$ cat config.mk
export PLATFORM = sky130hd
export DESIGN_NAME = memctrl_arbiter
export DESIGN_NICKNAME = d
export VERILOG_FILES = /design/src/rtl/memctrl_arbiter.sv
export SDC_FILE = /design/constraint.sdc
export NUM_CORES = 1
export LEC_CHECK = 0
export ABC_AREA = 1
export BUFFER_PORTS_ARGS = -buffer_cell sky130_fd_sc_hd__buf_2
export CORE_MARGIN = 2
export CORE_UTILIZATION = 46
export DETAILED_ROUTE_END_ITERATION = 10
export PLACE_DENSITY = 0.81
export REMOVE_ABC_BUFFERS = 1
export SKIP_LAST_GASP = 1
export SLEW_MARGIN = 25
export SYNTH_ARGS = -nofsm -noshare
export SYNTH_HDL_FRONTEND = slang
export SYNTH_SLANG_ARGS = --single-unit
$ cat constraint.sdc
create_clock -name CLK -period 3.1 [get_ports CLK]
set_input_delay 0.465 -clock CLK [delete_from_list [all_inputs] [get_ports CLK]]
set_output_delay 0.465 -clock CLK [all_outputs]
set_load 0.02 [all_outputs]
$ cat src/rtl/memctrl_arbiter.sv
// memctrl_arbiter: two-port arbiter and access sequencer in front of the
// BISR memory controller. Each granted request becomes a fixed two-cycle
// access: one ACCESS cycle with strobes active, then one RECOVER cycle with
// strobes idle, during which read data is captured. BIST can take over the
// controller, but only once any in-flight access has finished.
//
// Build option: define MEMARB_FIXED_PRIO_EN for fixed priority, where port 0
// always beats port 1. Leave it undefined (the default) for round-robin.
//
// Every output comes straight from a register. The next-state logic
// computes the value each output will hold in the following cycle.
module memctrl_arbiter #(
    parameter int AW = 16,
    parameter int DW = 8
) (
    input  logic          CLK,
    input  logic          RST,
    input  logic          REQ0,
    input  logic          REQ1,
    input  logic          WE0,
    input  logic          WE1,
    input  logic [AW-1:0] ADDR0,
    input  logic [AW-1:0] ADDR1,
    input  logic [DW-1:0] WDATA0,
    input  logic [DW-1:0] WDATA1,
    output logic          GNT0,
    output logic          GNT1,
    output logic [DW-1:0] RDATA,
    output logic          RVALID,
    output logic          RID,
    input  logic          BIST_REQ,
    input  logic [2:0]    BIST_MODE_IN,
    output logic          BIST_ACK,
    output logic [AW-1:0] MEM_ADDR,
    output logic [DW-1:0] MEM_IDATA,
    output logic          MEM_CE,
    output logic          MEM_CSB,
    output logic          MEM_OEB,
    output logic          MEM_WEB,
    input  logic [DW-1:0] MEM_ODATA,
    output logic          MEM_BIST_EN,
    output logic [2:0]    MEM_BIST_MODE
);

    typedef enum logic [1:0] {
        S_IDLE    = 2'd0,
        S_ACCESS  = 2'd1,
        S_RECOVER = 2'd2,
        S_BIST    = 2'd3
    } state_t;

    state_t        r_state, w_state_next;

    logic          r_gnt0, w_gnt0_next;
    logic          r_gnt1, w_gnt1_next;
    logic [AW-1:0] r_mem_addr, w_mem_addr_next;
    logic [DW-1:0] r_mem_idata, w_mem_idata_next;
    logic          r_mem_ce, w_mem_ce_next;
    logic          r_mem_csb, w_mem_csb_next;
    logic          r_mem_oeb, w_mem_oeb_next;
    logic          r_mem_web, w_mem_web_next;
    logic [DW-1:0] r_rdata, w_rdata_next;
    logic          r_rvalid, w_rvalid_next;
    logic          r_rid, w_rid_next;
    logic          r_bist_en, w_bist_en_next;
    logic [2:0]    r_bist_mode, w_bist_mode_next;

    // Attributes of the access in flight. RECOVER uses them to return read data.
    logic          r_acc_read, w_acc_read_next;
    logic          r_acc_id, w_acc_id_next;

    // Arbitration winner for the current decision (0 = port 0, 1 = port 1)
    logic          w_winner;
    logic          w_any_req;
    logic          w_sel_we;
    logic [AW-1:0] w_sel_addr;
    logic [DW-1:0] w_sel_wdata;

    assign w_any_req = REQ0 | REQ1;

`ifdef MEMARB_FIXED_PRIO_EN
    // Port 0 always wins when it is requesting
    assign w_winner = ~REQ0;
`else
    logic r_last;

    // On a tie the port not granted last wins. A lone requester always wins.
    assign w_winner = (REQ0 && REQ1) ? ~r_last : REQ1;

    // Track the most recently granted port. It resets to port 1, so port 0
    // wins the first tie.
    always_ff @(posedge CLK) begin
        if (RST) begin
            r_last <= 1'b1;
        end else if (w_gnt0_next || w_gnt1_next) begin
            r_last <= w_gnt1_next;
        end
    end
`endif

    assign w_sel_we    = w_winner ? WE1    : WE0;
    assign w_sel_addr  = w_winner ? ADDR1  : ADDR0;
    assign w_sel_wdata = w_winner ? WDATA1 : WDATA0;

    // Next state plus the next value of every registered output
    always_comb begin
        w_state_next     = r_state;
        w_gnt0_next      = 1'b0;
        w_gnt1_next      = 1'b0;
        w_mem_addr_next  = r_mem_addr;
        w_mem_idata_next = '0;
        w_mem_ce_next    = 1'b0;
        w_mem_csb_next   = 1'b1;
        w_mem_oeb_next   = 1'b1;
        w_mem_web_next   = 1'b1;
        w_rdata_next     = r_rdata;
        w_rvalid_next    = 1'b0;
        w_rid_next       = r_rid;
        w_bist_en_next   = 1'b0;
        w_bist_mode_next = 3'd0;
        w_acc_read_next  = r_acc_read;
        w_acc_id_next    = r_acc_id;

        case (r_state)
            S_IDLE, S_RECOVER: begin
                // The read finishing in RECOVER is returned even when BIST
                // takes over next
                if (r_state == S_RECOVER && r_acc_read) begin
                    w_rvalid_next = 1'b1;
                    w_rdata_next  = MEM_ODATA;
                    w_rid_next    = r_acc_id;
                end

                // Decision point: BIST first, then the arbitration winner
                if (BIST_REQ) begin
                    w_state_next     = S_BIST;
                    w_bist_en_next   = 1'b1;
                    w_bist_mode_next = BIST_MODE_IN;
                end else if (w_any_req) begin
                    w_state_next     = S_ACCESS;
                    w_gnt0_next      = ~w_winner;
                    w_gnt1_next      = w_winner;
                    w_mem_addr_next  = w_sel_addr;
                    w_mem_idata_next = w_sel_wdata;
                    w_mem_ce_next    = 1'b1;
                    w_mem_csb_next   = 1'b0;
                    w_mem_web_next   = ~w_sel_we;
                    w_mem_oeb_next   = w_sel_we;
                    w_acc_read_next  = ~w_sel_we;
                    w_acc_id_next    = w_winner;
                end else begin
                    w_state_next = S_IDLE;
                end
            end

            S_ACCESS: begin
                // Always followed by RECOVER. The default strobe values
                // above are the inactive ones.
                w_state_next = S_RECOVER;
            end

            S_BIST: begin
                if (BIST_REQ) begin
                    w_bist_en_next   = 1'b1;
                    w_bist_mode_next = r_bist_mode;
                end else begin
                    w_state_next = S_IDLE;
                end
            end

            default: begin
                w_state_next = S_IDLE;
            end
        endcase
    end

    // State and output registers. Reset aborts any access in flight.
    always_ff @(posedge CLK) begin
        if (RST) begin
            r_state     <= S_IDLE;
            r_gnt0      <= 1'b0;
            r_gnt1      <= 1'b0;
            r_mem_addr  <= '0;
            r_mem_idata <= '0;
            r_mem_ce    <= 1'b0;
            r_mem_csb   <= 1'b1;
            r_mem_oeb   <= 1'b1;
            r_mem_web   <= 1'b1;
            r_rdata     <= '0;
            r_rvalid    <= 1'b0;
            r_rid       <= 1'b0;
            r_bist_en   <= 1'b0;
            r_bist_mode <= 3'd0;
            r_acc_read  <= 1'b0;
            r_acc_id    <= 1'b0;
        end else begin
            r_state     <= w_state_next;
            r_gnt0      <= w_gnt0_next;
            r_gnt1      <= w_gnt1_next;
            r_mem_addr  <= w_mem_addr_next;
            r_mem_idata <= w_mem_idata_next;
            r_mem_ce    <= w_mem_ce_next;
            r_mem_csb   <= w_mem_csb_next;
            r_mem_oeb   <= w_mem_oeb_next;
            r_mem_web   <= w_mem_web_next;
            r_rdata     <= w_rdata_next;
            r_rvalid    <= w_rvalid_next;
            r_rid       <= w_rid_next;
            r_bist_en   <= w_bist_en_next;
            r_bist_mode <= w_bist_mode_next;
            r_acc_read  <= w_acc_read_next;
            r_acc_id    <= w_acc_id_next;
        end
    end

    assign GNT0          = r_gnt0;
    assign GNT1          = r_gnt1;
    assign RDATA         = r_rdata;
    assign RVALID        = r_rvalid;
    assign RID           = r_rid;
    assign BIST_ACK      = r_bist_en;
    assign MEM_BIST_EN   = r_bist_en;
    assign MEM_BIST_MODE = r_bist_mode;
    assign MEM_ADDR      = r_mem_addr;
    assign MEM_IDATA     = r_mem_idata;
    assign MEM_CE        = r_mem_ce;
    assign MEM_CSB       = r_mem_csb;
    assign MEM_OEB       = r_mem_oeb;
    assign MEM_WEB       = r_mem_web;

endmodule

==> impl_metrics.py <==
metrics = {
    "yosys": {
        "synthFlopType": "dfxtp_1",
        "synth_top_area_share": 0.508,
        "synth_most_common_cell": "nand2_1",
        "yosys.cell_types.count": 22,
        "synthCells": 254,
        "synth_area_leaders": "dfxtp_1 51%, nand2_1 18%, nand3_1 8.8%",
        "syn_avg_cell_area_um2": 7.61,
        "synth_edf_count": 0,
        "synth_area_um2": 1930,
        "ys_async_sr_fraction": 0,
        "yosys.area.top_type": "dfxtp_1",
        "yosys_warnings": 0,
        "yosysSeqAreaShare": 0.508,
        "yosys_register_bits": 49,
        "synth_common_cells": "91 x nand2_1, 49 x dfxtp_1, 34 x nand3_1, 22 x nor2_1, 16 x a21oi_1",
    },
    "flow_run": {
        "maxCapViolations": 0,
    },
    "outcome": {
        "status": "complete, no violations",
    },
    "setup_path": {
        "max_stage_delay_ns": 0.35,
        "worstPathArrival_ns": 1.74,
        "cp.required_ns": 3.29,
        "endpoint": "MEM_WEB",
        "critical-path-slowest-cell": "dfxtp_1",
        "critPathMostFrequentCell": "nor2_4",
        "crit_fanout": 23,
        "r2r_setup_slack_ns": 1.55,
        "path_class": "reg2reg",
        "cp-startpoint": "r_state[0]",
        "startpoint_type": "flip-flop",
        "path_cells": "nor2_4 > o21ai_4 > nor2_4 > inv_4 > or2_1",
        "r2r_end": "MEM_WEB",
        "worst-r2r-cell-count": 5,
        "endpoint_kind": "flip-flop",
        "r2r_start": "r_state[0]",
    },
    "sta": {
        "setup_slack_ns": 1.55,
        "fin_tns_setup_ns": 0,
        "skew_ns": 0.00535,
        "period_needed_ns": 1.55,
        "period_share": 0.500,
        "tightest_slew_ns": 0.653,
        "finalHoldViolCount": 0,
        "setup_viol": 0,
        "hold_slack_ns": 0.388,
        "maxSlewViolCount": 0,
        "relSlewSlack": 0.563,
        "rsz0062_at_grt": "no",
        "clock.fmax_ghz": 0.645,
    },
    "grt": {
        "grt_pass1_vias": 1488,
        "grt.overflow.total": 0,
        "grt_max_degree": 29,
        "grt_pass1_wl_um": 6420,
        "antenna_found_initial": 0,
        "grtUsageTotal": 0.180,
    },
    "place": {
        "pre_cts_ws_ns": 1.29,
        "dp_hpwl_um": 3240,
        "placement.cell_area_um2": 2460,
        "gp_congestion": 0.759,
        "port-buffer-count": 110,
    },
    "drt": {
        "ant_nets": 0,
        "vias": 1928,
        "drt_iter0_drc": 101,
        "wirelength_um": 4450,
        "firstDrtPassIters": 4,
        "drcViolationCount": 0,
        "viasPerCell": 4.70,
        "wl_per_cell_um": 10.9,
    },
    "floorplanning": {
        "ios": 111,
        "die-height_um": 68.8,
        "coreArea_um2": 4030,
        "initial_core_util": 0.480,
        "die_area_um2": 4730,
        "core.rowCount": 23,
        "die_w_um": 68.8,
    },
    "clock_network": {
        "clk_pin_slew_ns": 0.09,
        "cts_buffers": 5,
        "cts_resized": 0,
        "cts_max_level": 2,
        "cts_tree": "done",
        "clkLatencyLatePin_ns": 0.29,
        "cts_buffer_depth": 2,
        "cts_root_buf": "clkbuf_8",
        "cts_setup_buffers": 0,
        "cts_sinks": 49,
        "postCtsHoldBufs": 0,
    },
    "finish": {
        "drive_above_1_share": 0.358,
        "syn_to_final_growth_pct": 32.6,
        "fill_cells": 372,
        "diodes": 0,
        "final_nets": 425,
        "multi_input_area_um2": 827,
        "regArea_um2": 981,
        "design_area_um2": 2560,
    },
    "pwr": {
        "leakage_nw": 1.38,
        "power.density_nw_per_um2": 509,
        "vdd_drop_max_mv": 0.302,
    },
    "hold_path": {
        "whs_path_depth": 3,
        "hold_class": "in2reg",
    },
}
area by class of cell:
cell class	instances	area share
tap	50	0.0244
inverter	7	0.0122
clock inverter	1	0.00195
multi-input combinational	185	0.323
clock buffer	7	0.0376
sequential	49	0.383
timing repair buffer	111	0.218
layout by cell type, fill, tap and decap left out, types with 2 or more instances in the layout:
master and count:
nand3_1 34, a21oi_1 16, dfxtp_1 49, clkbuf_8 7, nand2_2 2, o21ai_0 11
nor2_4 3, nor2_1 22, nand2_1 91, clkinv_1 2, buf_2 110, inv_4 2
inv_1 2
kinds of logic (layout without fill, tap and decap cells):
group,count (synthesis),after routing,synth area share
buffers and inverters,20,126,0.0641
AO/OA/AOI/OAI,29,29,0.0816
AND/OR/NAND/NOR,156,156,0.347
flip-flops,49,49,0.508
worst max-delay path: cells and delay by family (launching register included):
family / cells / cell delay (ns)
and+or+nand+nor: 3 / 0.73
buffers and inverters: 1 / 0.08
DFF: 1 / 0.35
AOI/OAI and AO/OA: 1 / 0.28
how the worst min path moves through the flow:
stage | startpoint | to
finish | ADDR0[6] | MEM_ADDR[6]
global route | ADDR0[5] | MEM_ADDR[5]
CTS | ADDR0[6] | MEM_ADDR[6]
detailed placement | MEM_BIST_MODE[0] | MEM_BIST_MODE[0]
global placement | MEM_BIST_MODE[2] | MEM_BIST_MODE[2]
floorplan | r_acc_id | r_acc_id
flip-flops by register name, indices dropped and copies added (netlist names), 2 cells and up:
signal         cells
r_state            2
RDATA              8
MEM_IDATA          8
MEM_ADDR          16
MEM_BIST_MODE      3
through the flow:
stage                     utilization  instances  power (mW)
after floorplan                     -        241       0.821
after global placement          0.611        402       0.916
after detailed placement        0.611        402       0.918
after CTS                       0.636        410        1.32
after global routing            0.636        410        1.37
final                           0.636        410        1.30
per-layer routing:
metal / GRT usage / share of wire / vias up
met2: 0.290 / 0.47 / 76
met3: 0.0536 / 0.092 / 2
met5: 0 / 0 / -
li1: - / - / 1026
met1: 0.230 / 0.43 / 824
met4: 0.0588 / 0.0058 / 0
where the power goes:
part / internal (mW) / total, mW / switching (mW)
registers: 0.663 / 0.679 / 0.0162
logic: 0.0837 / 0.223 / 0.139
clock network: 0.202 / 0.402 / 0.200
Note: power is estimated with default switching activity, not from simulation.
